File: src/rtl/fp_pkg.sv
// Shared floating-point definitions: operand classes, exponent bias,
// canonical quiet NaN and status-flag bit positions.
package fp_pkg;

  typedef enum logic [1:0] {
    CLS_ZERO,
    CLS_NORM,
    CLS_INF,
    CLS_NAN
  } fp_class_e;

  localparam int FLAG_BITS      = 5;
  localparam int FLAG_INVALID   = 4;
  localparam int FLAG_OVERFLOW  = 3;
  localparam int FLAG_UNDERFLOW = 2;
  localparam int FLAG_INEXACT   = 1;
  localparam int FLAG_DENORM    = 0;

  function automatic int bias(input int exp_bits);
    return (1 << (exp_bits - 1)) - 1;
  endfunction

  // Returned left-aligned in 64 bits; callers truncate to their word width.
  function automatic logic [63:0] qnan(input int exp_bits, input int mant_bits);
    logic [63:0] r;
    r = ((64'd1 << exp_bits) - 64'd1) << mant_bits;
    r = r | (64'd1 << (mant_bits - 1));
    return r;
  endfunction

endpackage

File: src/rtl/fp_round_pack.sv
// Normalize a raw significand product, round to nearest-even, then
// saturate to infinity or flush to zero and pack {sign, exp, mant}.
module fp_round_pack #(
  parameter int  EXP_BITS  = 8,
  parameter int  MANT_BITS = 23,
  localparam int W         = EXP_BITS + MANT_BITS + 1,
  localparam int XW        = EXP_BITS + 2,
  localparam int PW        = 2 * MANT_BITS + 2
) (
  input  logic                 i_sign,
  input  logic signed [XW-1:0] i_exp,
  input  logic [PW-1:0]        i_prod,
  output logic [W-1:0]         o_data,
  output logic                 o_overflow,
  output logic                 o_underflow,
  output logic                 o_inexact
);

  localparam logic signed [XW-1:0] ONE     = XW'(1);
  localparam logic signed [XW-1:0] EXP_MAX = XW'((1 << EXP_BITS) - 1);

  // Hidden bit already stripped: w_norm holds fraction, guard and sticky bits.
  logic [PW-2:0]         w_norm;
  logic signed [XW-1:0]  w_exp_n;
  logic signed [XW-1:0]  w_exp_r;
  logic [MANT_BITS-1:0]  w_mant;
  logic [MANT_BITS:0]    w_mant_r;
  logic                  w_guard;
  logic                  w_sticky;
  logic                  w_rnd;

  always_comb begin
    if (i_prod[PW-1]) begin
      w_norm  = i_prod[PW-2:0];
      w_exp_n = i_exp + ONE;
    end else begin
      w_norm  = {i_prod[PW-3:0], 1'b0};
      w_exp_n = i_exp;
    end
    w_mant   = w_norm[PW-2 -: MANT_BITS];
    w_guard  = w_norm[MANT_BITS];
    w_sticky = |w_norm[MANT_BITS-1:0];
    w_rnd    = w_guard && (w_sticky || w_mant[0]);
    w_mant_r = {1'b0, w_mant} + {{MANT_BITS{1'b0}}, w_rnd};
    // Carry out leaves the fraction at zero; only the exponent moves.
    w_exp_r  = w_mant_r[MANT_BITS] ? (w_exp_n + ONE) : w_exp_n;

    o_overflow  = 1'b0;
    o_underflow = 1'b0;
    o_inexact   = w_guard || w_sticky;
    if (w_exp_r >= EXP_MAX) begin
      o_data     = {i_sign, {EXP_BITS{1'b1}}, {MANT_BITS{1'b0}}};
      o_overflow = 1'b1;
      o_inexact  = 1'b1;
    end else if (w_exp_r < ONE) begin
      o_data      = {i_sign, {(W-1){1'b0}}};
      o_underflow = 1'b1;
      o_inexact   = 1'b1;
    end else begin
      o_data = {i_sign, w_exp_r[EXP_BITS-1:0], w_mant_r[MANT_BITS-1:0]};
    end
  end

endmodule

File: src/rtl/fp_mul_pipe.sv
// Three-stage FTZ/RNE floating-point multiplier with a single global stall.
// Define FP_MUL_PIPE_STATUS_EN to add the registered out_flags status port.
module fp_mul_pipe
  import fp_pkg::*;
#(
  parameter int  EXP_BITS  = 8,
  parameter int  MANT_BITS = 23,
  localparam int W         = EXP_BITS + MANT_BITS + 1
) (
  input  logic                 clk,
  input  logic                 rst,
  input  logic                 in_valid,
  output logic                 in_ready,
  input  logic [W-1:0]         in_a,
  input  logic [W-1:0]         in_b,
  output logic                 out_valid,
  input  logic                 out_ready,
  output logic [W-1:0]         out_data
`ifdef FP_MUL_PIPE_STATUS_EN
  ,
  output logic [FLAG_BITS-1:0] out_flags
`endif
);

  localparam int XW = EXP_BITS + 2;
  localparam int PW = 2 * MANT_BITS + 2;
  localparam logic signed [XW-1:0] BIAS_X = XW'(bias(EXP_BITS));
  localparam logic [W-1:0]         QNAN   = W'(qnan(EXP_BITS, MANT_BITS));

  function automatic fp_class_e classify(input logic [EXP_BITS-1:0] e,
                                         input logic [MANT_BITS-1:0] m);
    if (e == '0) return CLS_ZERO;
    if (&e) return (m == '0) ? CLS_INF : CLS_NAN;
    return CLS_NORM;
  endfunction

  logic w_adv;
  logic r1_valid, r2_valid, r3_valid;

  assign w_adv     = !r3_valid || out_ready;
  assign in_ready  = w_adv;
  assign out_valid = r3_valid;

  // S1: unpack and classify
  logic [EXP_BITS-1:0]  w_ea, w_eb;
  logic [MANT_BITS-1:0] w_ma, w_mb;
  fp_class_e            w_cls_a, w_cls_b;
  logic signed [XW-1:0] w_exp_sum;

  assign w_ea      = in_a[W-2:MANT_BITS];
  assign w_eb      = in_b[W-2:MANT_BITS];
  assign w_ma      = in_a[MANT_BITS-1:0];
  assign w_mb      = in_b[MANT_BITS-1:0];
  assign w_cls_a   = classify(w_ea, w_ma);
  assign w_cls_b   = classify(w_eb, w_mb);
  assign w_exp_sum = $signed({2'b00, w_ea}) + $signed({2'b00, w_eb}) - BIAS_X;

  logic                 r1_sign;
  fp_class_e            r1_cls_a, r1_cls_b;
  logic signed [XW-1:0] r1_exp;
  logic [MANT_BITS:0]   r1_ma, r1_mb;

  logic                 r2_sign;
  fp_class_e            r2_cls_a, r2_cls_b;
  logic signed [XW-1:0] r2_exp;
  logic [PW-1:0]        r2_prod;

  logic [W-1:0]         r3_data;

  always_ff @(posedge clk) begin
    if (w_adv) begin
      if (in_valid) begin
        r1_sign  <= in_a[W-1] ^ in_b[W-1];
        r1_cls_a <= w_cls_a;
        r1_cls_b <= w_cls_b;
        r1_exp   <= w_exp_sum;
        r1_ma    <= {1'b1, w_ma};
        r1_mb    <= {1'b1, w_mb};
      end
      if (r1_valid) begin
        r2_sign  <= r1_sign;
        r2_cls_a <= r1_cls_a;
        r2_cls_b <= r1_cls_b;
        r2_exp   <= r1_exp;
        r2_prod  <= PW'(r1_ma) * PW'(r1_mb);
      end
    end
  end

  // S3: round/pack, then special-case override
  logic [W-1:0] w_rp_data;
  logic         w_rp_ovf, w_rp_unf, w_rp_inx;
  logic         w_nan_any, w_inf_any, w_zero_any, w_inf_zero, w_special;
  logic [W-1:0] w_res;

  fp_round_pack #(
    .EXP_BITS  (EXP_BITS),
    .MANT_BITS (MANT_BITS)
  ) u_round_pack (
    .i_sign      (r2_sign),
    .i_exp       (r2_exp),
    .i_prod      (r2_prod),
    .o_data      (w_rp_data),
    .o_overflow  (w_rp_ovf),
    .o_underflow (w_rp_unf),
    .o_inexact   (w_rp_inx)
  );

  always_comb begin
    w_nan_any  = (r2_cls_a == CLS_NAN)  || (r2_cls_b == CLS_NAN);
    w_inf_any  = (r2_cls_a == CLS_INF)  || (r2_cls_b == CLS_INF);
    w_zero_any = (r2_cls_a == CLS_ZERO) || (r2_cls_b == CLS_ZERO);
    w_inf_zero = w_inf_any && w_zero_any;
    w_special  = 1'b1;
    if (w_nan_any || w_inf_zero) begin
      w_res = QNAN;
    end else if (w_inf_any) begin
      w_res = {r2_sign, {EXP_BITS{1'b1}}, {MANT_BITS{1'b0}}};
    end else if (w_zero_any) begin
      w_res = {r2_sign, {(W-1){1'b0}}};
    end else begin
      w_res     = w_rp_data;
      w_special = 1'b0;
    end
  end

  always_ff @(posedge clk) begin
    if (rst) begin
      r1_valid <= 1'b0;
      r2_valid <= 1'b0;
      r3_valid <= 1'b0;
      r3_data  <= '0;
    end else if (w_adv) begin
      r1_valid <= in_valid;
      r2_valid <= r1_valid;
      r3_valid <= r2_valid;
      if (r2_valid) r3_data <= w_res;
    end
  end

  assign out_data = r3_data;

`ifdef FP_MUL_PIPE_STATUS_EN
  logic                 w_snan_in, w_denorm_in;
  logic                 r1_snan, r1_denorm, r2_snan, r2_denorm;
  logic [FLAG_BITS-1:0] w_flags;
  logic [FLAG_BITS-1:0] r3_flags;

  // A signalling NaN has the fraction MSB clear.
  assign w_snan_in   = ((w_cls_a == CLS_NAN) && !w_ma[MANT_BITS-1]) ||
                       ((w_cls_b == CLS_NAN) && !w_mb[MANT_BITS-1]);
  assign w_denorm_in = ((w_ea == '0) && (w_ma != '0)) ||
                       ((w_eb == '0) && (w_mb != '0));

  always_ff @(posedge clk) begin
    if (w_adv) begin
      if (in_valid) begin
        r1_snan   <= w_snan_in;
        r1_denorm <= w_denorm_in;
      end
      if (r1_valid) begin
        r2_snan   <= r1_snan;
        r2_denorm <= r1_denorm;
      end
    end
  end

  always_comb begin
    w_flags                 = '0;
    w_flags[FLAG_INVALID]   = r2_snan || w_inf_zero;
    w_flags[FLAG_OVERFLOW]  = !w_special && w_rp_ovf;
    w_flags[FLAG_UNDERFLOW] = !w_special && w_rp_unf;
    w_flags[FLAG_INEXACT]   = !w_special && w_rp_inx;
    w_flags[FLAG_DENORM]    = r2_denorm;
  end

  always_ff @(posedge clk) begin
    if (rst) begin
      r3_flags <= '0;
    end else if (w_adv && r2_valid) begin
      r3_flags <= w_flags;
    end
  end

  assign out_flags = r3_flags;
`else
  logic w_unused_status;
  assign w_unused_status = ^{w_rp_ovf, w_rp_unf, w_rp_inx, w_special};
`endif

endmodule

File: config.mk
export PLATFORM = sky130hd
export DESIGN_NAME = fp_mul_pipe
export DESIGN_NICKNAME = d
export VERILOG_FILES = /design/src/rtl/fp_pkg.sv /design/src/rtl/fp_round_pack.sv /design/src/rtl/fp_mul_pipe.sv
export SDC_FILE = /design/constraint.sdc
export NUM_CORES = 2
export LEC_CHECK = 0
export CAP_MARGIN = 20
export CORE_MARGIN = 5
export CORE_UTILIZATION = 30
export DETAILED_ROUTE_END_ITERATION = 6
export DONT_BUFFER_PORTS = 1
export PLACE_DENSITY_LB_ADDON = 0.3
export SYNTH_ARGS = -nofsm -noshare
export SYNTH_HDL_FRONTEND = slang
export SYNTH_SLANG_ARGS = --single-unit
File: constraint.sdc
create_clock -name clk -period 7.5 [get_ports clk]
set_input_delay 1.875 -clock clk [delete_from_list [all_inputs] [get_ports clk]]
set_output_delay 1.875 -clock clk [all_outputs]
set_load 0.005 [all_outputs]
## Yosys cells after proc, flatten, opt, wreduce, memory -nomap -nowiden

Index checks and enable logic that the tools add are counted.

- Register bits: 159
- Bits in latches: 0
- Bits in writable memories: 0
- Bits in read-only memories: 0
- Word-level logic and storage cells: 73
- Memories: 0

- Add/sub/neg operators: 5
- Multiply operators: 1
- Divide/modulo/power cells: 0
- Order comparisons: 2
- Eq/ne operators: 4
- Shifts and indexed selects: 0
- Muxes and demuxes: 24
- Bitwise gates (word level): 1
- Reductions and logical operators: 21

Operators by type and width:

| kind | count |
|---|---|
| $mux W31 | 4 |
| $mul A24 B24 Y48 | 1 |
| $mux W47 | 1 |
| $logic_not A23 Y1 | 2 |
| $mux W32 | 1 |
| $add A23 B1 Y24 | 1 |
| $reduce_or A23 Y1 | 1 |
| $add A10 B2 Y10 const B | 2 |
| $mux W10 | 2 |
| $logic_not A8 Y1 | 2 |
| $mux W2 | 8 |
| $reduce_and A8 Y1 | 2 |
| $ge A10 B9 Y1 const B | 1 |
| $lt A10 B2 Y1 const B | 1 |
| $sub A9 B7 Y10 const B | 1 |
| $add A8 B8 Y9 | 1 |
| $eq A2 B2 Y1 const B | 4 |
| $mux W1 | 8 |
| $logic_or A1 B1 Y1 | 6 |
| $reduce_and A2 Y1 | 3 |
| $logic_not A2 Y1 | 2 |
| $logic_and A1 B1 Y1 | 2 |
| $logic_not A1 Y1 | 1 |
| $xor A1 B1 Y1 | 1 |

## Logic depth before layout (Yosys ltp)

- Depth in word-level cells: 12
- Gate-level depth with buffers: 25

## Modules after synthesis

Synthesis repeated with hierarchy kept, for this count alone.

- Cell total of the unflattened synthesis: 2804
- Area, all modules: 26331.5 um2

By module, submodules not included:

| module | times used | cells each | area each (um2) |
|---|---|---|---|
| fp_mul_pipe | 1 | 2520 | 24434.7 |
| fp_round_pack | 1 | 284 | 1896.8 |

## Least setup slack after synthesis

Ideal clock, no wire load.

- Path type: flip-flop to flip-flop
- Start: register r1_ma[13]
- End: register r2_prod[41] (data pin)
- Arrival: 6.476 ns
- Data required time: 7.226 ns
- Setup slack: 0.750 ns
- Stages on the path, launching flop included: 26
- Buffers on the path: 1
- Clock period less this slack: 6.750 ns
- Cell sequence: edfxtp_1 -> clkbuf_1 -> nand2_1 -> fa_1 -> inv_1 -> fa_1 -> inv_1 -> fa_1 -> inv_1 -> fa_1 -> inv_1 -> fa_1 -> inv_1 -> fa_1 -> inv_1 -> fa_1 -> inv_1 -> ha_1 -> nand4_1 -> nor4_1 -> a22oi_1 -> a21oi_1 -> a22oi_1 -> o211a_1 -> o41ai_1 -> xor2_1

- Cells in the longest elaborated chain, start to end: 1

Ends and longest elaborated chain:

| what | RTL line | text |
|---|---|---|
| start: declaration | fp_mul_pipe.sv:61 | `logic [MANT_BITS:0] r1_ma, r1_mb;` |
| start signal: assignment | fp_mul_pipe.sv:77 | `r1_ma <= {1'b1, w_ma};` |
| $mul A24 B24 Y48 | fp_mul_pipe.sv:85 | `r2_prod <= PW'(r1_ma) * PW'(r1_mb);` |
| end signal: assignment | fp_mul_pipe.sv:85 |  |
| end: declaration | fp_mul_pipe.sv:66 | `logic [PW-1:0] r2_prod;` |

Every way passes these cells.
A chain may end at the register's enable or synchronous reset.

## Worst setup path in the final report

- Start: register r1_ma[11]
- End: register r2_prod[40] (data pin)

Same word-level chain as after synthesis.

==> results.cfg <==
[clock_tree]
cts_made_buffers = 17
postCtsHoldBufs = 0
clockBufferDepth = 2
cts_num_sinks = 159
htreeDepth = 4
clock_latency_ns = 0.50
cts.clk_slew.worst_paths_ns = 0.09
cts_tree = built
clock-root-buffer = clkbuf_16

[logic_synthesis]
yosysWarnings = 0
synthCells = 2708
synth_area_sq_um = 26100
yosys-top-cells-area = fa_1 37%, edfxtp_1 14%, ha_1 9.2%, inv_1 8.6%, and2_1 6.2%
synth_top_area_share = 0.371
synth_cell_type_count = 80
syn_area_per_cell_sq_um = 9.62
async_flop_share = 0
ys_seq_elements = 159
synth-edff-count = 124
synth-main-ff-cell = edfxtp_1
synth.largest_area_cell = fa_1
mappedNetlistNets = 3450
ys_seq_area_frac = 0.170

[timing]
fmax_mhz = 139
finalSetupTns_ns = 0
max_slew_margin = 0.241
fin_worst_skew_ns = 0.0259
grt_setup_unrepaired = no
finalMaxSlewViolations = 0
timing.final.crit_share = 0.960
tightest_slew_ns = 1.14
finalWorstSetupSlack_ns = 0.298
setup_viol = 0
hold_viol_final = 0
min_period_ns = 7.20

[global_routing]
overflow = 0
grt_first_pass_wirelength_mm = 116
antenna_found_initial = 7
grt_max_degree = 65
grt_usage = 0.164
grt_pass1_vias = 19200

[status]
status = completed

[route]
vias = 18200
drt-total-wl_mm = 75.0
wire_per_inst_um = 19.2
viasPerCell = 4.67
ant_nets = 0
first_pass_iters = 6
drcViolationCount = 0
drt_iter0_markers = 1107

[worst_setup_path]
crit_path_end = r2_prod[40]
path_cells = buf_4 > and2_1 > fa_1 > inv_1 > fa_1 > inv_1 > fa_1 > fa_1 > fa_1 > fa_1 > inv_1 > fa_1 > inv_1 > ha_1 > nand4_1 > a211oi_1 > a21oi_1 > buf_4 > o31a_1 > a211oi_1 > buf_4 > o21ai_0 > o21ai_0 > xnor2_1
worstPathMaxFanout = 6
r2r_cells = 24
r2r_end = r2_prod[40]
cp_slowest_stage_delay_ns = 0.60
cp-start-kind = flop
crit_slowest_cell = edfxtp_1
end_kind = flop
crit_type = flop to flop
arrival_ns = 7.44
reg2reg_setup_slack_ns = 0.30
rr_startpoint = r1_ma[11]
startpoint = r1_ma[11]
cpMostUsedCell = fa_1
cp.required_ns = 7.74

[finish]
area_growth_syn_to_layout_pct = 9.70
drive_gt1_frac = 0.0653
finalNetCount = 3472

[placement]
port-buffer-count = 0
place.gp.congestion = 0.857
place.detailed.hpwl_mm = 63.3
pre_cts_slack_ns = 0.334

[floorplanning]
rows = 108
start_util = 0.301
dieWidth_um = 305
core_area_sq_um = 86500
io-pin-count = 102
die_area_sq_um = 92900
die_h_um = 305

[flow_run]
maxCapViolCount = 0

[hold_path]
min_path_type = flop to flop
cells in the final DEF (no fill, tap or decap), types with 7 or more instances in the layout:
master | synthesis | layout
dfxtp_1 | 35 | 35
a21oi_1 | 57 | 57
buf_4 | 1 | 115
xor2_1 | 31 | 31
a31oi_1 | 8 | 8
fa_1 | 483 | 483
nand2_1 | 298 | 298
a211oi_1 | 12 | 12
nand2b_1 | 7 | 7
and3_1 | 10 | 10
o21a_1 | 12 | 12
edfxtp_1 | 124 | 124
o21ai_0 | 42 | 42
mux2i_1 | 26 | 26
ha_1 | 191 | 191
nor3_1 | 15 | 15
nor2_1 | 90 | 90
nand4_1 | 25 | 25
and2_1 | 259 | 257
a21o_1 | 21 | 21
xnor2_1 | 64 | 64
diode_2 | 0 | 9
nor4_1 | 21 | 20
o21bai_1 | 13 | 13
a22o_1 | 22 | 22
clkbuf_16 | 0 | 17
nand3_1 | 34 | 34
inv_1 | 599 | 599
logic make-up after synthesis:
logic type,synth area share
and+or+nand+nor,0.155
buffers and inverters,0.106
adders and majority gates,0.463
AOI/OAI and AO/OA,0.0620
DFF,0.170
xor gates and xnor gates,0.0325
muxes,0.0117
critical path, delay by kind of cell, from the launching register on:
kind,cells,cell delay (ns)
fa+ha+maj,8,3.78
compound gates,6,1.33
flops,1,0.60
xor+xnor,1,0.09
simple gates,2,0.34
buf+inv,7,0.78
per-stage QoR:
step	util	instance area, sq um	instances	hold WS, ns
2_1_floorplan	-	26100	2708	0.400
3_3_place_gp	0.323	27900	3862	0.403
3_5_place_dp	0.323	27900	3862	0.405
4_1_cts	0.330	28500	3894	0.424
5_1_grt	0.330	28600	3899	0.433
6_report	0.331	28600	3907	0.422
cell type report:
cell class,instances,area [sq um]
flip-flops and latches,159,4420
multi-input cells,1829,18900
well taps,1155,1450
clock inverters,15,166
repair buffers,121,966
diodes,9,22.5
clock buffers,17,425
fillers,8921,57900
inverters,602,2260
repair_timing:
item                       in CTS  in global routing
setup endpoints to repair       0                  7
buffers inserted                0                  4
resized for setup               0                  3
worst min-delay path by stage:
stage                  end         from  cells after the start  slack, ns
3_5_place_dp   r2_cls_b[0]  r1_cls_b[0]                      0       0.41
4_1_cts          r2_exp[3]    r1_exp[3]                      0       0.42
2_1_floorplan  r2_cls_a[0]  r1_cls_a[0]                      0       0.40
3_3_place_gp     r2_exp[5]    r1_exp[5]                      0       0.40
5_1_grt        r2_cls_b[1]  r1_cls_b[1]                      0       0.43
6_report         r2_exp[3]    r1_exp[3]                      0       0.42
state kept, by name, indices dropped and copies added (netlist names), 2 cells and up:
signal    count
r1_exp       10
r1_cls_a      2
r2_prod      48
r2_exp       10
r2_cls_b      2
r2_cls_a      2
r1_mb        23
out_data     32
r1_ma        23
r1_cls_b      2
Yosys cell counts, drive strengths merged (7+ instances only):
library cell / instances
nand2: 298
fa: 483
clkbuf: 106
and2: 259
mux2i: 26
xnor2: 65
and3: 11
nor2: 90
o21a: 12
a31oi: 8
a21o: 21
a22o: 22
o21ai: 43
xor2: 31
edfxtp: 124
nand2b: 7
a21oi: 57
ha: 191
a211oi: 13
inv: 599
o21bai: 13
nand3: 35
nor4: 23
nor3: 16
dfxtp: 35
nand4: 28
buf: 12
per-layer routing:
layer,track usage,vias up,part of all wire
met1,0.217,9295,0.44
li1,-,8414,-
met3,0.0444,112,0.064
met5,0,-,0.00059
met4,0.0602,6,0.034
met2,0.258,407,0.46
Power is left out: the tool's default activity adds up to more than one toggle a clock period on the data nets, which glitch-free logic cannot reach.
